## config.mk

```make
export PLATFORM = sky130hd
export DESIGN_NAME = dma_src_fifo
export DESIGN_NICKNAME = d
export VERILOG_FILES = /design/src/rtl/dma_src_fifo.sv
export SDC_FILE = /design/constraint.sdc
export NUM_CORES = 1
export LEC_CHECK = 0
export CAP_MARGIN = 15
export CELL_PAD_IN_SITES_DETAIL_PLACEMENT = 0
export CELL_PAD_IN_SITES_GLOBAL_PLACEMENT = 1
export CORE_ASPECT_RATIO = 1.75
export CORE_UTILIZATION = 55
export DETAILED_ROUTE_END_ITERATION = 16
export PLACE_DENSITY_LB_ADDON = 0.1
export SLEW_MARGIN = 20
export SYNTH_ARGS = -nofsm -noshare
export SYNTH_HDL_FRONTEND = slang
export SYNTH_SLANG_ARGS = --single-unit
```

## constraint.sdc

```tcl
create_clock -name clk -period 14.1 [get_ports clk]
set_clock_uncertainty 0.2 [all_clocks]
set_input_delay 2.82 -clock clk [delete_from_list [all_inputs] [get_ports clk]]
set_output_delay 2.82 -clock clk [all_outputs]
set_load 0.1 [all_outputs]
```

## src/rtl/dma_src_fifo.sv

```systemverilog
// First-word-fall-through source FIFO between peripheral capture and the DMA write engine.
// Optional sticky overflow/underflow error flags are enabled by defining FIFO_ERR_FLAGS_EN.
module dma_src_fifo #(
  parameter int DATA_W    = 32,
  parameter int DEPTH     = 16,
  parameter int ADDR_W    = 4,
  parameter int AFULL_LVL = 12
) (
  input  logic              clk,
  input  logic              reset,
  input  logic              wr_enable,
  input  logic [DATA_W-1:0] wr_data,
  output logic              full,
  output logic              almost_full,
  input  logic              rd_enable,
  output logic [DATA_W-1:0] rd_data,
  output logic              empty,
  output logic [ADDR_W:0]   level,
  output logic              overflow,
  output logic              underflow,
  input  logic              err_clr
);

  localparam logic [ADDR_W:0] AFULL_P = (ADDR_W+1)'(AFULL_LVL);

  logic [DATA_W-1:0] mem [DEPTH];
  logic [ADDR_W:0]   wr_ptr, rd_ptr;
  logic              push, pop;

  // Flags come only from registered pointers, never from the request inputs.
  assign level       = wr_ptr - rd_ptr;
  assign empty       = (wr_ptr == rd_ptr);
  assign full        = (wr_ptr[ADDR_W-1:0] == rd_ptr[ADDR_W-1:0]) &&
                       (wr_ptr[ADDR_W] != rd_ptr[ADDR_W]);
  assign almost_full = (level >= AFULL_P);

  assign push = wr_enable && !full;
  assign pop  = rd_enable && !empty;

  assign rd_data = empty ? '0 : mem[rd_ptr[ADDR_W-1:0]];

  always_ff @(posedge clk or negedge reset) begin
    if (!reset) begin
      wr_ptr <= '0;
      rd_ptr <= '0;
    end else begin
      if (push) wr_ptr <= wr_ptr + 1'b1;
      if (pop)  rd_ptr <= rd_ptr + 1'b1;
    end
  end

  // Storage is deliberately left unreset.
  always_ff @(posedge clk) begin
    if (push) mem[wr_ptr[ADDR_W-1:0]] <= wr_data;
  end

`ifdef FIFO_ERR_FLAGS_EN
  // A set condition in the same cycle as err_clr takes priority.
  always_ff @(posedge clk or negedge reset) begin
    if (!reset) begin
      overflow  <= 1'b0;
      underflow <= 1'b0;
    end else begin
      if (wr_enable && full) overflow <= 1'b1;
      else if (err_clr)      overflow <= 1'b0;
      if (rd_enable && empty) underflow <= 1'b1;
      else if (err_clr)       underflow <= 1'b0;
    end
  end
`else
  logic unused_err_clr;
  assign unused_err_clr = err_clr;
  assign overflow       = 1'b0;
  assign underflow      = 1'b0;
`endif

endmodule

```

-- Yosys cells after proc, flatten, opt, wreduce, memory -nomap -nowiden
Memory sizes are Yosys's and may differ from the RTL's.
Cells that the tools add are included.
- logic and storage cells: 18
- bits of input ports: 37
- memories: 1
- output and inout bits: 42
- register bits: 10
- RAM bits: 512
- equality and inequality tests: 3
- $lt $le $gt $ge: 1
- reductions and logical operators: 5
- add/sub/neg operators: 3
- multiplexer cells: 3
- memory list (name ; depth ; width ; rd ports ; clocked after Yosys merged registers in ; write ports ; line ; RTL):
    mem ; 16 ; 32 ; 1 ; 0 ; 1 ; 26 ; logic [DATA_W-1:0] mem [DEPTH];
- operator list (cell ; count):
    32-bit two-way mux ; 1
    5-bit by 1-bit adder with 5-bit output, second input constant ; 2
    5-bit equality test ; 1
    5-bit by 4-bit >= comparator with 1-bit output, second input constant ; 1
    5-bit subtractor ; 1
    4-bit equality test ; 1
    1-bit logical AND ; 3
    1-bit logical NOT ; 2
    1-bit two-way mux ; 2
    1-bit != test ; 1

-- Depth between registers and ports, before layout
Gate-level depths: netlist of run 1.
- depth in word-level cells: 6
- mapped depth: 11
- mapped depth without buffers: 8

-- Least setup slack after synthesis of run 1
OpenSTA, ideal clock, no wires.
- path kind: reg2out
- start point: reg rd_ptr[1]
- end point: out almost_full
- required time: 11.080 ns
- stages on the path, launching flop included: 11
- path slack: 7.385 ns
- arrival time: 3.695 ns
- path buffers: 4
- path through: dfrtp_1 buf_6 buf_12 buf_6 buf_2 inv_1 fa_1 a21o_1 a21oi_1 xnor2_1 a31o_2
- word-level cells in the longest chain between the ends: 2
- ends and longest elaborated chain (item ; line ; RTL):
    from (decl) ; 27 ; logic [ADDR_W:0] wr_ptr, rd_ptr;
    from (signal assigned) ; 48 ; if (pop) rd_ptr <= rd_ptr + 1'b1;
    5-bit subtractor ; 31 ; assign level = wr_ptr - rd_ptr;
    named net level[4] ; 18 ; output logic [ADDR_W:0] level,
    5-bit by 4-bit >= comparator with 1-bit output ; 35 ; assign almost_full = (level >= AFULL_P);
    to (decl) ; 14 ; output logic almost_full,
The timed path passes the listed nets, and every way through them passes these cells.

-- Worst setup path in the final report of run 1
- start point: reg rd_ptr[1]
- end point: out rd_data[12]
- word-level cells in the longest chain between the ends: 2
- elaborated cells on any way between the ends: 3
- ends and longest elaborated chain (item ; line ; RTL):
    memory read 16 x 32 bit or 5-bit equality test (tied branches) ; -- ;
    32-bit two-way mux * ; 40 ; assign rd_data = empty ? '0 : mem[rd_ptr[ADDR_W-1:0]];
    to (decl) ; 16 ; output logic [DATA_W-1:0] rd_data,
Mark *: on every way between the ends. The rest lies on a longest branch, timed or not.

==> results.yml, run 1 <==
run_status:
  outcome: "finished, final reports clean"
clock_tree:
  post_cts_buffers: 0
  cts-resized-gates: 0
  clock-sinks: 522
  cts_max_level: 2
  clk_latency_ps: 560
  clk_pin_slew_ps: 60
  cts_tree: "done"
  postCtsHoldBufs: 0
  clockBufferDepth: 3
  cts_buffers: 46
  cts-root-buf: "clkbuf_16"
finish:
  nNetsFinal: 1085
  drive_gt1_share_pct: 26.5
  final.fill_count: 2535
  finish.utilization_pct: 63.5
  diodes: 0
  multi_input_comb_area_sq_um: 4350
  seq_area_sq_um: 15600
  synthToLayoutAreaGrowth_pct: 14.1
  mostFrequentLayoutCells: "edfxtp_1, mux4_2, clkdlybuf4s50_1"
  final_common_cell: "edfxtp_1"
global_route:
  grt_max_degree: 133
  grt_use_total_pct: 22.6
  grt_pass1_vias: 9945
  grt_pass1_wl_microns: 61200
  grt.overflow.total: 0
  grt_antenna_before_repair: 1
worst_setup_path:
  path_max_fanout: 132
  crit_path_start_kind: "register"
  required_ps: 11080
  crit_type: "register to output pin"
  crit_arrival_ps: 5020
  crit_slowest_cell: "clkdlybuf4s50_1"
  cp-end-kind: "output pin"
  cp-startpoint: "rd_ptr[1]"
  reg2reg_from: "rd_ptr[1]"
  path_cells: "buf_12 -> inv_1 -> ha_1 -> and4_1 -> nand2_1 -> nand3_2 -> buf_4 -> o221ai_1 -> clkdlybuf4s50_1"
  max_stage_delay_ps: 1210
placed_design:
  gp_congestion: 0.700
  post-dp-hpwl_microns: 20000
  io_buffers: 75
route:
  ant_nets: 0
  drt_iter0_drc: 560
  drc: 0
  drt_first_pass_iters: 5
  wl_microns: 40700
  dr_total_vias: 9252
  vias_per_cell: 5.97
  wire_per_inst_microns: 26.2
yosys:
  synth_cells: 939
  synth_area_leader_cell: "edfxtp_1"
  synth_top_area_share_pct: 75.4
  ys_seq_area_share_pct: 76.6
  yosys.cell_types.count: 37
  synth_area_per_cell_sq_um: 21.7
  ys_ff_latch: 522
  synth_area_leaders: "edfxtp_1, mux4_2, mux2_2"
  syn_area_sq_um: 20400
  ys_warn_count: 0
timing:
  fmax_mhz: 124
  finalSetupViolCount: 0
  worst_slew_pin_slew_ps: 1020
  hold_viol: 0
  relSlewSlack_pct: 32.3
  fin_crit_ps: 8040
  slew_violations: 0
  rsz0062_at_grt: "false"
  setup_tns_ps: 0
  finalCritPeriodShare_pct: 57.0
die:
  initial_core_util_pct: 55.6
  ios: 79
  rows: 93
  core_sq_um: 36700
  die_x_microns: 148
  die-area_sq_um: 37900
  fp.dieH_microns: 257
job:
  max_cap_violations: 0
hold_path:
  worstHoldPathType: "register to register"
  min_from: "rd_ptr[4]"
worst paths after layout:
kind	endpoint	slack (ps)	cells past startpoint
setup / recovery	rd_data[12]	6060	9
hold / removal	rd_ptr[4]	290	1
setup reg to reg	mem[4][14]	9940	8
hold reg to reg	rd_ptr[4]	290	1
max in group asynchronous	rd_ptr[1]	10950	1
min in group asynchronous	wr_ptr[1]	2380	1
critical path: cells and delay by family, from the launching register on:
kind	cells	cell delay, ps
simple gates	3	730
buf+inv	4	2570
flops	1	410
compound gates	1	360
fa+ha+maj	1	360
synthesized netlist by cell type:
library cell / number
buf_6: 2
buf_1: 4
buf_4: 6
a21oi_1: 3
nand4_1: 5
or3_1: 2
conb_1: 1
and2_1: 1
o221ai_2: 14
nor2_1: 12
nand3_1: 3
buf_12: 2
dfrtp_1: 10
nor3_1: 4
fa_1: 1
clkbuf_1: 11
a21boi_1: 1
nand2_1: 41
edfxtp_1: 512
buf_2: 23
nand2b_1: 2
xnor2_1: 9
ha_1: 9
nor2b_1: 1
and4_1: 1
o21a_1: 2
inv_1: 71
xor2_1: 2
o221ai_1: 17
mux2i_1: 1
a21o_1: 1
mux4_2: 127
mux2_1: 1
o21ai_0: 3
o2111ai_1: 1
a31o_2: 1
mux2_2: 32
area by class of cell:
cell class,count,area share [%]
Clock inverter,24,0.978
Timing Repair Buffer,98,4.02
Tap cell,475,2.55
Multi-Input combinational cell,299,18.7
Inverter,71,1.14
Clock buffer,60,5.45
Sequential cell,522,67.2
cells by family (layout without fill, tap and decap cells):
| kind of cell | after synthesis | in the layout | share of synthesized area, % |
|---|---|---|---|
| compound gates | 43 | 43 | 2.14 |
| simple gates | 72 | 72 | 1.53 |
| xor+xnor | 11 | 11 | 0.472 |
| other cells | 1 | 2 | 0.0184 |
| mux | 161 | 161 | 15.9 |
| flops | 522 | 522 | 76.6 |
| fa+ha+maj | 10 | 10 | 0.650 |
| buf+inv | 119 | 253 | 2.67 |
registers in the layout, summed over array words and instances, names as in the netlist:
register,count
mem,512
rd_ptr,5
wr_ptr,5
through the flow:
stage / hold WS, ps / instances / setup slack [ps] / instance area, sq um
after global placement: 283 / 1465 / 6550 / 21800
after detailed placement: 289 / 1465 / 6560 / 21800
after CTS: 297 / 1549 / 5960 / 23300
after global routing: 317 / 1549 / 5780 / 23300
final: 291 / 1549 / 6060 / 23300
after floorplan: 266 / 940 / 7390 / 20400
routing by layer:
layer  share of wire, %  track usage (%)  wire (microns)  vias up
met4                2.6             6.87            1050        2
met1                 39             27.5           15700     4942
li1                   -                -               -     4019
met5              0.027                0              11        -
met3                4.3             3.17            1740       70
met2                 55             41.4           22200      219
Power of run 1 is not shown: default switching activity piles up to over one toggle a cycle in this logic, so the estimate is an artifact.
==> run 2: changes to the inputs <==
--- a/config.mk
+++ b/config.mk
@@ -9,7 +9,7 @@
 export CELL_PAD_IN_SITES_DETAIL_PLACEMENT = 0
 export CELL_PAD_IN_SITES_GLOBAL_PLACEMENT = 1
 export CORE_ASPECT_RATIO = 1.75
-export CORE_UTILIZATION = 55
+export CORE_UTILIZATION = 48
 export DETAILED_ROUTE_END_ITERATION = 16
 export PLACE_DENSITY_LB_ADDON = 0.1
 export SLEW_MARGIN = 20
==> constraint.sdc (replaced) <==
create_clock -name clk -period 7.29 [get_ports clk]
set_clock_uncertainty 0.2 [all_clocks]
set_input_delay 1.458 -clock clk [delete_from_list [all_inputs] [get_ports clk]]
set_output_delay 1.458 -clock clk [all_outputs]
set_load 0.1 [all_outputs]
==> run 2 against run 1 <==
Routed wire length rose by 5.3%. Hold slack got worse by 5.7 ps. Design area barely moved. Utilization shrank 7.8 points. Global-route usage fell by 1.8 points. Highest routed layer unchanged.
==> results.yml, run 2 (synthesis gave the netlist of run 1 again) <==
global_route:
  grt_pass1_vias: 9913
  grt_antenna_before_repair: 1
  grt_max_degree: 132
  grt_use_total_pct: 20.8
  grt_pass1_wl_microns: 63600
  grt.overflow.total: 0
finish:
  synthToLayoutAreaGrowth_pct: 14.1
  final_common_cell: "edfxtp_1"
  largest_register_ffs: 512
  final_cells: 1628
  fin_area_sq_um: 23300
  drive_gt1_share_pct: 26.2
  nNetsFinal: 1086
  diodes: 0
  mostFrequentLayoutCells: "edfxtp_1, mux4_2, clkdlybuf4s50_1"
worst_setup_path:
  crit_path_start_kind: "register"
  crit_type: "register to output pin"
  crit_arrival_ps: 4730
  required_ps: 5630
  max_stage_delay_ps: 1190
  path_max_fanout: 19
  path_cells: "inv_1 -> ha_1 -> and4_1 -> nand2_1 -> nand3_2 -> buf_4 -> o221ai_1 -> clkdlybuf4s50_1"
  crit_slowest_cell: "clkdlybuf4s50_1"
  cp-end-kind: "output pin"
timing:
  fin_crit_ps: 6380
  relSlewSlack_pct: 30.9
  setup_tns_ps: 0
  whs_ps: 285
  rsz0062_at_grt: "false"
  finalCritPeriodShare_pct: 87.6
  slew_violations: 0
  hold_viol: 0
  worst_slew_pin_slew_ps: 1040
  fmax_mhz: 157
  finalSetupViolCount: 0
clock_tree:
  post_cts_buffers: 0
  cts_tree: "done"
  clk_latency_ps: 550
  clockBufferDepth: 3
  postCtsHoldBufs: 0
  cts-root-buf: "clkbuf_16"
  cts-resized-gates: 0
  cts_buffers: 46
  clk_pin_slew_ps: 60
  clock-sinks: 522
  cts_max_level: 2
route:
  wl_microns: 42800
  vias_per_cell: 5.66
  drc: 0
  ant_nets: 0
  dr_total_vias: 9212
  wire_per_inst_microns: 26.3
  drt_iter0_drc: 596
  drt_first_pass_iters: 4
die:
  ios: 79
  initial_core_util_pct: 48.9
  core_sq_um: 41700
  die_x_microns: 158
  rows: 99
  fp.dieH_microns: 275
  die-area_sq_um: 43300
placed_design:
  placed_cells: 1546
  placed_area_sq_um: 21900
  gp_congestion: 0.700
  io_buffers: 75
  post-dp-hpwl_microns: 21800
run_status:
  outcome: "finished, final reports clean"
hold_path:
  worstHoldPathType: "register to register"
job:
  max_cap_violations: 0
-- run 2: changes by cell type in the layout (fill, tap and decap cells not counted), sizes merged --
cell,delta
clkbuf,-2
buf,+1
bufinv,-3
clkinv,+3
-- run 2: critical path: cells and delay by family, from the launching register on --
kind | cells | cell delay (ps)
compound gates | 1 | 310
fa+ha+maj | 1 | 370
buf+inv | 3 | 1840
flops | 1 | 580
simple gates | 3 | 1050
-- run 2: cell type report --
| class | instances | area (sq um) |
|---|---|---|
| Multi-Input combinational cell | 299 | 4350 |
| Inverter | 71 | 267 |
| Clock inverter | 24 | 153 |
| Fill cell | 3225 | 18500 |
| Clock buffer | 58 | 1220 |
| Sequential cell | 522 | 15600 |
| Timing Repair Buffer | 99 | 943 |
| Tap cell | 555 | 694 |
-- run 2: per-layer routing --
layer	up-vias	GRT usage, %	wire length (microns)
met5	-	0	12
met4	2	5.52	823
met3	57	2.61	1500
met2	190	38.7	23900
met1	4941	25.3	16600
li1	4022	-	-
-- run 2: worst paths after layout --
kind,slack [ps],cells past startpoint,startpoint,endpoint
setup / recovery,910,8,rd_ptr[2],rd_data[14]
hold / removal,290,1,rd_ptr[4],rd_ptr[4]
setup reg to reg,3700,7,rd_ptr[2],mem[4][29]
hold reg to reg,290,1,rd_ptr[4],rd_ptr[4]
max in group asynchronous,5490,1,reset,rd_ptr[0]
min in group asynchronous,1040,1,reset,rd_ptr[1]
-- run 2: stage by stage --
| step | utilization (%) | setup WS, ps |
|---|---|---|
| floorplan | - | 1940 |
| global placement | 52.4 | 1400 |
| detailed placement | 52.4 | 1390 |
| CTS | 55.7 | 808 |
| global route | 55.7 | 715 |
| finish | 55.7 | 905 |
Power of run 2 is left out for the same reason.
==> run 3: changes to the inputs <==
--- a/config.mk
+++ b/config.mk
@@ -10,6 +10,7 @@
 export CELL_PAD_IN_SITES_GLOBAL_PLACEMENT = 1
 export CORE_ASPECT_RATIO = 1.75
 export CORE_UTILIZATION = 48
+export CTS_CLUSTER_DIAMETER = 60
 export DETAILED_ROUTE_END_ITERATION = 16
 export PLACE_DENSITY_LB_ADDON = 0.1
 export SLEW_MARGIN = 20
==> results of run 3 <==
Final layout, timing and power as in run 2 (identical DEF).
Power of run 3 is left out for the same reason.
